**config.mk**
```make
export PLATFORM = sky130hd
export DESIGN_NAME = sum_accumulator
export DESIGN_NICKNAME = d
export VERILOG_FILES = /design/src/rtl/sum_accumulator.sv
export SDC_FILE = /design/constraint.sdc
export NUM_CORES = 1
export LEC_CHECK = 0
export ABC_AREA = 1
export CORE_MARGIN = 10
export CORE_UTILIZATION = 35
export CTS_BUF_LIST = sky130_fd_sc_hd__clkbuf_4
export DETAILED_ROUTE_END_ITERATION = 8
export PLACE_DENSITY = 0.68
export SETUP_SLACK_MARGIN = 0.15
export SYNTH_ARGS = -nofsm -noshare
export SYNTH_HDL_FRONTEND = slang
export SYNTH_SLANG_ARGS = --single-unit
```
**constraint.sdc**
```tcl
create_clock -name clk -period 2.55 [get_ports clk]
set_input_delay 0.3825 -clock clk [delete_from_list [all_inputs] [get_ports clk]]
set_output_delay 0.3825 -clock clk [all_outputs]
set_load 0.1 [all_outputs]
```
**src/rtl/sum_accumulator.sv**
```systemverilog
// sum_accumulator: adds up COUNT_N unsigned adder results per block with a
// saturating accumulator, then holds the block result until the consumer
// takes it. A sticky flag reports whether any add in the block saturated.
// clear drops the block in progress. blk_cnt counts completed handshakes.
module sum_accumulator #(
  parameter int ACC_W   = 16,
  parameter int COUNT_N = 4
) (
  input  logic             clk,
  input  logic             rst_n,
  input  logic             sum_valid,
  input  logic [8:0]       sum,
  output logic             sum_ready,
  input  logic             clear,
  output logic             acc_valid,
  output logic [ACC_W-1:0] acc_data,
  output logic             acc_sat,
  input  logic             acc_ready,
  output logic [7:0]       blk_cnt
);

  typedef enum logic {
    ACCUM = 1'b0,
    HOLD  = 1'b1
  } state_t;

  // Sample count reached on the accept that completes a block.
  localparam logic [7:0] LAST_CNT = 8'(COUNT_N - 1);

  state_t           state_r;
  logic [ACC_W-1:0] acc_r;
  logic [7:0]       cnt_r;
  logic             sat_r;
  logic [7:0]       blk_cnt_r;
  logic             acc_valid_r;
  logic [ACC_W-1:0] acc_data_r;
  logic             acc_sat_r;

  logic             accept_s;
  logic [ACC_W:0]   wide_s;
  logic             ovf_s;
  logic [ACC_W-1:0] acc_next_s;
  logic             sat_next_s;
  logic             last_s;

  // Ready is forced high during reset; the reset branch below still wins,
  // so nothing is accepted on a reset edge.
  assign sum_ready = !rst_n || ((state_r == ACCUM) && !clear);

  // Next accumulator value: one extra bit catches the carry out, which
  // means the true sum no longer fits and the result pins at all ones.
  always_comb begin
    accept_s   = sum_valid && (state_r == ACCUM) && !clear;
    wide_s     = {1'b0, acc_r} + {{(ACC_W - 8){1'b0}}, sum};
    ovf_s      = wide_s[ACC_W];
    if (ovf_s) begin
      acc_next_s = {ACC_W{1'b1}};
    end else begin
      acc_next_s = wide_s[ACC_W-1:0];
    end
    sat_next_s = sat_r || ovf_s;
    last_s     = (cnt_r == LAST_CNT);
  end

  // Block FSM with registered result outputs. Priority: reset, then clear,
  // then the handshake or accept of the current state.
  always_ff @(posedge clk) begin
    if (!rst_n) begin
      state_r     <= ACCUM;
      acc_r       <= '0;
      cnt_r       <= 8'd0;
      sat_r       <= 1'b0;
      blk_cnt_r   <= 8'd0;
      acc_valid_r <= 1'b0;
      acc_data_r  <= '0;
      acc_sat_r   <= 1'b0;
    end else if (clear) begin
      state_r     <= ACCUM;
      acc_r       <= '0;
      cnt_r       <= 8'd0;
      sat_r       <= 1'b0;
      acc_valid_r <= 1'b0;
      acc_data_r  <= '0;
      acc_sat_r   <= 1'b0;
    end else begin
      case (state_r)
        ACCUM: begin
          if (accept_s) begin
            acc_r <= acc_next_s;
            sat_r <= sat_next_s;
            cnt_r <= cnt_r + 8'd1;
            if (last_s) begin
              state_r     <= HOLD;
              acc_valid_r <= 1'b1;
              acc_data_r  <= acc_next_s;
              acc_sat_r   <= sat_next_s;
            end else begin
              state_r     <= ACCUM;
            end
          end else begin
            state_r <= ACCUM;
          end
        end
        HOLD: begin
          if (acc_ready) begin
            state_r     <= ACCUM;
            acc_r       <= '0;
            cnt_r       <= 8'd0;
            sat_r       <= 1'b0;
            blk_cnt_r   <= blk_cnt_r + 8'd1;
            acc_valid_r <= 1'b0;
            acc_data_r  <= '0;
            acc_sat_r   <= 1'b0;
          end else begin
            state_r <= HOLD;
          end
        end
        default: begin
          state_r     <= ACCUM;
          acc_r       <= '0;
          cnt_r       <= 8'd0;
          sat_r       <= 1'b0;
          acc_valid_r <= 1'b0;
          acc_data_r  <= '0;
          acc_sat_r   <= 1'b0;
        end
      endcase
    end
  end

  assign acc_valid = acc_valid_r;
  assign acc_data  = acc_data_r;
  assign acc_sat   = acc_sat_r;
  assign blk_cnt   = blk_cnt_r;

endmodule

```
==> key figures, run 1 <==
GRT
  • Vias in the first global route: 2516
  • Gr ovfl total: 0
  • Largest net degree at the start of global routing: 18
  • Global-route wire length before repair: 11.3 mm
  • Initial antenna violation count: 0
  • Tot GR Track Use: 11.5%

Floorplan
  • Initial core utilization: 36.1%
  • Core area: 0.00777 mm^2
  • IO Pins: 41
  • # rows: 32
  • Die area: 0.0120 mm^2
  • Die H: 109 um
  • Die X: 109 um

Timing
  • Highest clock rate: 450 MHz
  • Pins Over Slew Limit: 0
  • Fin crit share: 87.1%
  • RSZ-0062 raised after global routing: false
  • Setup ws final: 329 ps
  • Clock Skew: 15.4 ps
  • Period minus WS final: 2220 ps
  • Hold Violations, Final: 0
  • Worst slew pin tran: 493 ps
  • Worst slew margin: 67.1%
  • Setup violations, final: 0

Final layout
  • Layout cells sized above 1: 16.0%
  • Post-route insts no fill: 559
  • Footprint of the multi-input gates: 0.00151 mm^2
  • Area delta synth->final: 21.3%
  • Fin area: 0.00340 mm^2
  • Number of diodes: 0
  • Final core utilization: 43.8%
  • Final #Nets: 482
  • Fillers: 832
  • FF/Latch Area: 0.00104 mm^2

Worst setup path
  • Startpoint Class: input port
  • Reg2reg end: acc_data[6]
  • Delay-heaviest family, CP: buffers and inverters
  • Crit Path Max Fanout: 10
  • Critical path's slowest cell: clkdlybuf4s50_1
  • R2R Path Start: acc_r[0]
  • Critical path, cell by cell: clkdlybuf4s50_1 > ha_1 > fa_1 > nand2_1 > nand2_1 > nand3_2 > nand2_2 > a21oi_4 > buf_4 > nand2_2 > a22o_1
  • WP data arrival: 2520 ps
  • Worst Path Buf+Inv: 2
  • CP Capture Type: flip-flop
  • Setup Crit Path Kind: in2reg
  • Req. time, crit path: 2840 ps
  • R2r setup slk: 430 ps
  • Worst Reg2Reg Path Length in Cells: 10
  • Critical Path Max Stage Delay: 410 ps

Placed design
  • Dpl ws: -100 ps
  • IO Port Bufs: 40
  • Dpl cell area: 0.00331 mm^2
  • GPL Wtd Cong: 0.957
  • DP HPWL: 5.33 mm
  • DP Cell Count: 551

Yosys
  • Synth cell types: 40
  • FF+latch count, synth: 52
  • Dominant cell type by area after synthesis: dfxtp_1
  • Fraction of registers with async set or reset after synthesis: 0%
  • Post-synth EDFFs: 0
  • Synth cell count leaders: nand2_1, dfxtp_1, inv_1
  • Dominant cell by count in the synthesized netlist: nand2_1
  • Top-area cell type share of the netlist area: 37.1%
  • Prevailing post-synth register cell: dfxtp_1
  • Post-synthesis instance total: 405
  • Syn. warnings: 0
  • Seq/Total Area, Yosys: 37.1%
  • Synth area leaders: dfxtp_1, nand2_1, inv_1
  • Syn Nets: 431
  • Mapped Area: 0.00280 mm^2
  • Synthesized area per cell: 6.92 um^2

Clock tree
  • Maximum clock path buffer count: 2
  • Clock sinks: 52
  • Clk Latency, worst-skew pair: 380 ps
  • CTS Buf Count: 5
  • Setup Fix Bufs, Post-CTS: 0
  • CTS tree: done
  • Hold buffers post-CTS: 0
  • Root buf cell: clkbuf_4
  • Cts repair resizes: 0
  • CTS H-tree lvls: 2
  • Reg clk slew, reported paths: 160 ps

Drt
  • Via Count: 2626
  • Remaining antenna violation count: 0
  • Pre-antenna DRT Iters: 4
  • DR vias/cell: 4.70
  • Wire per inst: 11.9 um
  • Post-route DRC: 0
  • Iter 0 DRT Violations: 63
  • WL final: 6.67 mm

Flow run
  • Max_cap viols: 0

Power
  • Clock group share of total power: 33.8%
  • Sw Share: 25.0%
  • Combinational share of power: 10.1%
  • Tot Pwr: 0.00146 W
  • NetSw: 0.000365 W
  • Peak supply drop: 0.204 mV
  • Pwr/cell area: 431 mW/mm^2
  • Internal cell power: 0.00110 W
  • Leakage dissipation: 1.58 nW
  • Register share of total power: 56.1%

Min path
  • End of the worst hold path: acc_data[10]
  • Min-Delay Startpoint: acc_data[10]
  • Hold depth: 2
  • Hold WC Path Type: reg2reg

Status
  • Status: finished, final reports clean
[worst reg2reg max path, delay by kind of cell, from the launching register on]
family / cells / cell delay [ps]
adder cells (fa/ha/maj): 2 / 590
AO/OA/AOI/OAI: 2 / 460
AND/OR/NAND/NOR: 5 / 440
flip-flops: 1 / 340
buffers and inverters: 1 / 210
[sequential cells by signal, summed over array words and instances (netlist names)]
signal and count:
acc_data 16, acc_r 16, blk_cnt 8, cnt_r 8
acc_sat 1, acc_valid 1, sat_r 1, state_r 1
[power groups by stage]
stage	Sequential, W	Clock, W	Combinational (W)
6_report	0.000821	0.000495	0.000149
5_1_grt	0.000823	0.000543	0.000166
4_1_cts	0.000822	0.000513	0.000150
3_5_place_dp	0.000839	0	0.000149
3_3_place_gp	0.000839	0	0.000148
2_1_floorplan	0.000838	0	0.0000945
[per-stage QoR]
step | TNS (ps) | hold WS (ps)
finish | 0 | 460
global route | 0 | 482
CTS | 0 | 466
detailed placement | -819 | 437
global placement | -188 | 440
floorplan | 0 | 447
[final cells by class]
cell class	count	area share [%]
Clock buffer	6	1.33
Clock inverter	2	1.14
Inverter	58	6.41
Multi-Input combinational cell	289	44.4
Sequential cell	52	30.6
Tap cell	102	3.76
Timing Repair Buffer	50	12.4
[layer usage]
layer	track usage, %	wire length, um	part of all wire [%]	up-vias
met3	2.57	251	3.8	9
met2	20.7	3350	50	37
li1	-	-	-	1402
met4	3.90	106	1.6	0
met5	0	0	0	-
met1	13.1	2960	44	1178
[worst max-delay path by stage]
stage          startpoint     endpoint  slack (ps)  cells past startpoint
2_1_floorplan       clear    sum_ready         440                      1
3_3_place_gp       sum[0]  acc_data[5]         -50                     11
3_5_place_dp       sum[0]  acc_data[5]        -100                     11
4_1_cts            sum[0]  acc_data[6]         320                     11
5_1_grt            sum[0]  acc_data[6]         190                     11
6_report           sum[0]  acc_data[6]         330                     11
[cells in the final DEF, fill, tap and decap left out, drive strengths merged, types with 2 or more instances in the layout]
cell           netlist  layout
nand2              137     137
inv                 57      58
dfxtp               52      52
buf                  5      37
a21oi               33      33
nand3               29      29
nor2                23      23
o21ai               16      16
clkdlybuf4s50        0      13
ha                  11      11
nor3                 9       9
a22o                 7       7
clkbuf               1       6
xnor2                4       4
nand4                3       3
nand3b               3       3
xor2                 2       2
o31ai                2       2
or2                  2       2
[cells by family after synthesis]
| logic type | count (synthesis) | synth area share, % |
|---|---|---|
| flip-flops | 52 | 37.1 |
| buffers and inverters | 64 | 9.06 |
| AO/OA/AOI/OAI | 64 | 13.7 |
| XOR/XNOR | 6 | 1.87 |
| adder cells (fa/ha/maj) | 12 | 5.62 |
| AND/OR/NAND/NOR | 207 | 32.6 |
(Power assumes the default switching activity.)
==> run 2, diff against run 1 <==
Settings changed: PLACE_DENSITY 0.68 to 0.7.
Clock period 2.55 ns to 1.81 ns, I/O delays scaled along.
==> key figures, run 2 (synthesis gave the netlist of run 1 again) <==
Final layout
  • Most frequent cells in the layout: nand2_1, buf_4, inv_1 (was nand2_1, dfxtp_1, inv_1)
  • Footprint of the multi-input gates: 0.00165 mm^2 (was 0.00151 mm^2)
  • Post-route insts no fill: 590 (was 559)
  • Fillers: 772 (was 832)
  • FF/Latch Area: 0.00105 mm^2 (was 0.00104 mm^2)
  • Commonest non-fill, non-tap cell in the layout: nand2_1 (unchanged)
  • Area delta synth->final: 37.9% (was 21.3%)
  • Layout cells sized above 1: 26.7% (was 16.0%)
  • Final #Nets: 512 (was 482)

Placed design
  • IO Port Bufs: 40 (unchanged)
  • GPL Wtd Cong: 0.947 (was 0.957)
  • DP HPWL: 5.75 mm (was 5.33 mm)
  • Dpl ws: -533 ps (was -100 ps)
  • DP Cell Count: 579 (was 551)

Timing
  • Pins Over Slew Limit: 0 (unchanged)
  • Setup violations, final: 32 (was 0)
  • Hold Violations, Final: 0 (unchanged)
  • Worst slew pin tran: 398 ps (was 493 ps)
  • Period minus WS final: 1920 ps
  • Clock Skew: 20.8 ps (was 15.4 ps)
  • Hold_ws: 467 ps (was 460 ps)
  • Fin Setup TNS: -2050 ps (was 0 ps)
  • Worst slew margin: 73.2% (was 67.1%)
  • Highest clock rate: 522 MHz
  • Setup ws final: -106 ps (was 329 ps)
  • RSZ-0062 raised after global routing: true (was false)
  • Fin crit share: 106%

Clock tree
  • Maximum clock path buffer count: 2 (unchanged)
  • Root buf cell: clkbuf_4 (unchanged)
  • CTS tree: done (unchanged)
  • Clock sinks: 52 (unchanged)
  • Reg clk slew, reported paths: 160 ps (about the same)
  • CTS Buf Count: 5 (unchanged)
  • Clk Latency, worst-skew pair: 380 ps (about the same)
  • CTS H-tree lvls: 2 (unchanged)

Floorplan
  • Initial core utilization: 36.1% (unchanged)
  • Core area: 0.00777 mm^2 (unchanged)
  • Die area: 0.0120 mm^2 (unchanged)
  • IO Pins: 41 (unchanged)
  • Die X: 109 um (unchanged)
  • # rows: 32 (unchanged)
  • Die H: 109 um (unchanged)

Drt
  • Iter 0 DRT Violations: 150 (was 63)
  • Via Count: 2818 (was 2626)
  • DR vias/cell: 4.78 (was 4.70)
  • Remaining antenna violation count: 0 (unchanged)
  • Post-route DRC: 0 (unchanged)
  • Wire per inst: 12.6 um (was 11.9 um)
  • Pre-antenna DRT Iters: 4 (unchanged)
  • WL final: 7.43 mm (was 6.67 mm)

GRT
  • Initial antenna violation count: 1 (was 0)
  • Vias in the first global route: 2791 (was 2516)
  • Tot GR Track Use: 13.1% (was 11.5%)
  • Global-route wire length before repair: 13.0 mm (was 11.3 mm)
  • Largest net degree at the start of global routing: 18 (unchanged)
  • Gr ovfl total: 0 (unchanged)

Worst setup path
  • CP Capture Type: flip-flop (unchanged)
  • Critical path's slowest cell: clkdlybuf4s50_1 (unchanged)
  • Startpoint Class: input port (unchanged)
  • Req. time, crit path: 2110 ps (was 2840 ps)
  • WP data arrival: 2220 ps (was 2520 ps)
  • Setup Crit Path Kind: in2reg (unchanged)
  • Critical path, cell by cell: clkdlybuf4s50_1 > ha_4 > fa_2 > nand2_2 > nand2_2 > nand3_2 > nand2_2 > a21oi_4 > buf_12 > nand2_4 > a22o_1 (was clkdlybuf4s50_1 > ha_1 > fa_1 > nand2_1 > nand2_1 > nand3_2 > nand2_2 > a21oi_4 > buf_4 > nand2_2 > a22o_1)
  • CP dominant cell by count: nand2_2
  • Crit Path Max Fanout: 8 (was 10)
  • Critical Path Max Stage Delay: 450 ps (was 410 ps)

Power
  • Pwr/cell area: 512 mW/mm^2 (was 431 mW/mm^2)
  • Leakage dissipation: 1.80 nW (was 1.58 nW)
  • Peak supply drop: 0.272 mV (was 0.204 mV)

Flow run
  • Max_cap viols: 0 (unchanged)

Status
  • Failing checks: setup timing
  • Status: finished with violations (was finished, final reports clean)

Min path
  • Hold WC Path Type: reg2reg (unchanged)
-- run 2: cell count changes in the layout (fill, tap and decap cells not counted), moves of 3 or more --
cell,change
nand2_2,+6
buf_4,+20
dfxtp_1,-7
nand3_4,+6
dfxtp_2,+7
nand2_1,-9
nand2_4,+3
buf_12,+9
nand3_1,-7
-- run 2: final cells by class --
| type | instances | share of cell area [%] |
|---|---|---|
| clock inverter | 2 | 0.356 |
| sequential | 52 | 27.2 |
| clock buffer | 6 | 1.17 |
| timing repair buffer | 80 | 19.7 |
| tap | 102 | 3.30 |
| inverter | 58 | 5.63 |
| multi-input combinational | 289 | 42.6 |
| antenna | 1 | 0.0647 |
-- run 2: final timing paths --
check,start,cells past startpoint,slack (ps),end
setup / recovery,sum[0],11,-110,acc_sat
hold / removal,acc_data[10],2,470,acc_data[10]
setup reg to reg,acc_r[0],10,-100,acc_sat
hold reg to reg,acc_data[10],2,470,acc_data[10]
-- run 2: what timing repair did --
action,4_1_cts,5_1_grt
pin swaps,7,1
setup endpoints to repair,34,36
hold buffers,0,0
gates cloned,0,0
gates resized for setup,13,13
buffers inserted,0,2
-- run 2: metrics by stage --
| stage | util (%) | total power (W) | instance area, um^2 |
|---|---|---|---|
| floorplan | - | 0.00132 | 2840 |
| global placement | 47.3 | 0.00144 | 3670 |
| detailed placement | 47.3 | 0.00144 | 3670 |
| CTS | 48.9 | 0.00199 | 3800 |
| global route | 49.8 | 0.00208 | 3870 |
| finish | 49.8 | 0.00198 | 3870 |
-- run 2: power by group --
part	leakage [nW]	switching [W]	internal (W)
Clock	0.0361	0.000382	0.000171
Combinational	1.35	0.000143	0.000126
Sequential	0.423	0.00000453	0.00115
-- run 2: per-layer routing --
metal  vias to the layer above  routed length, um  GRT usage (%)
met4                         0                170           5.39
li1                       1465                  -              -
met2                        63               3430           20.7
met5                         -                  0              0
met1                      1277               3330           16.8
met3                        13                500           3.28
-- run 2: critical path, delay by kind of cell --
kind                     cells  cell delay (ps)
AO/OA/AOI/OAI                2              390
adder cells (fa/ha/maj)      2              520
AND/OR/NAND/NOR              5              380
buffers and inverters        2              640
==> run 3, diff against run 2 <==
Settings changed: CAP_MARGIN set to 40.
==> results of run 3 <==
The final DEF is identical to that of run 2; final timing and power are the same.
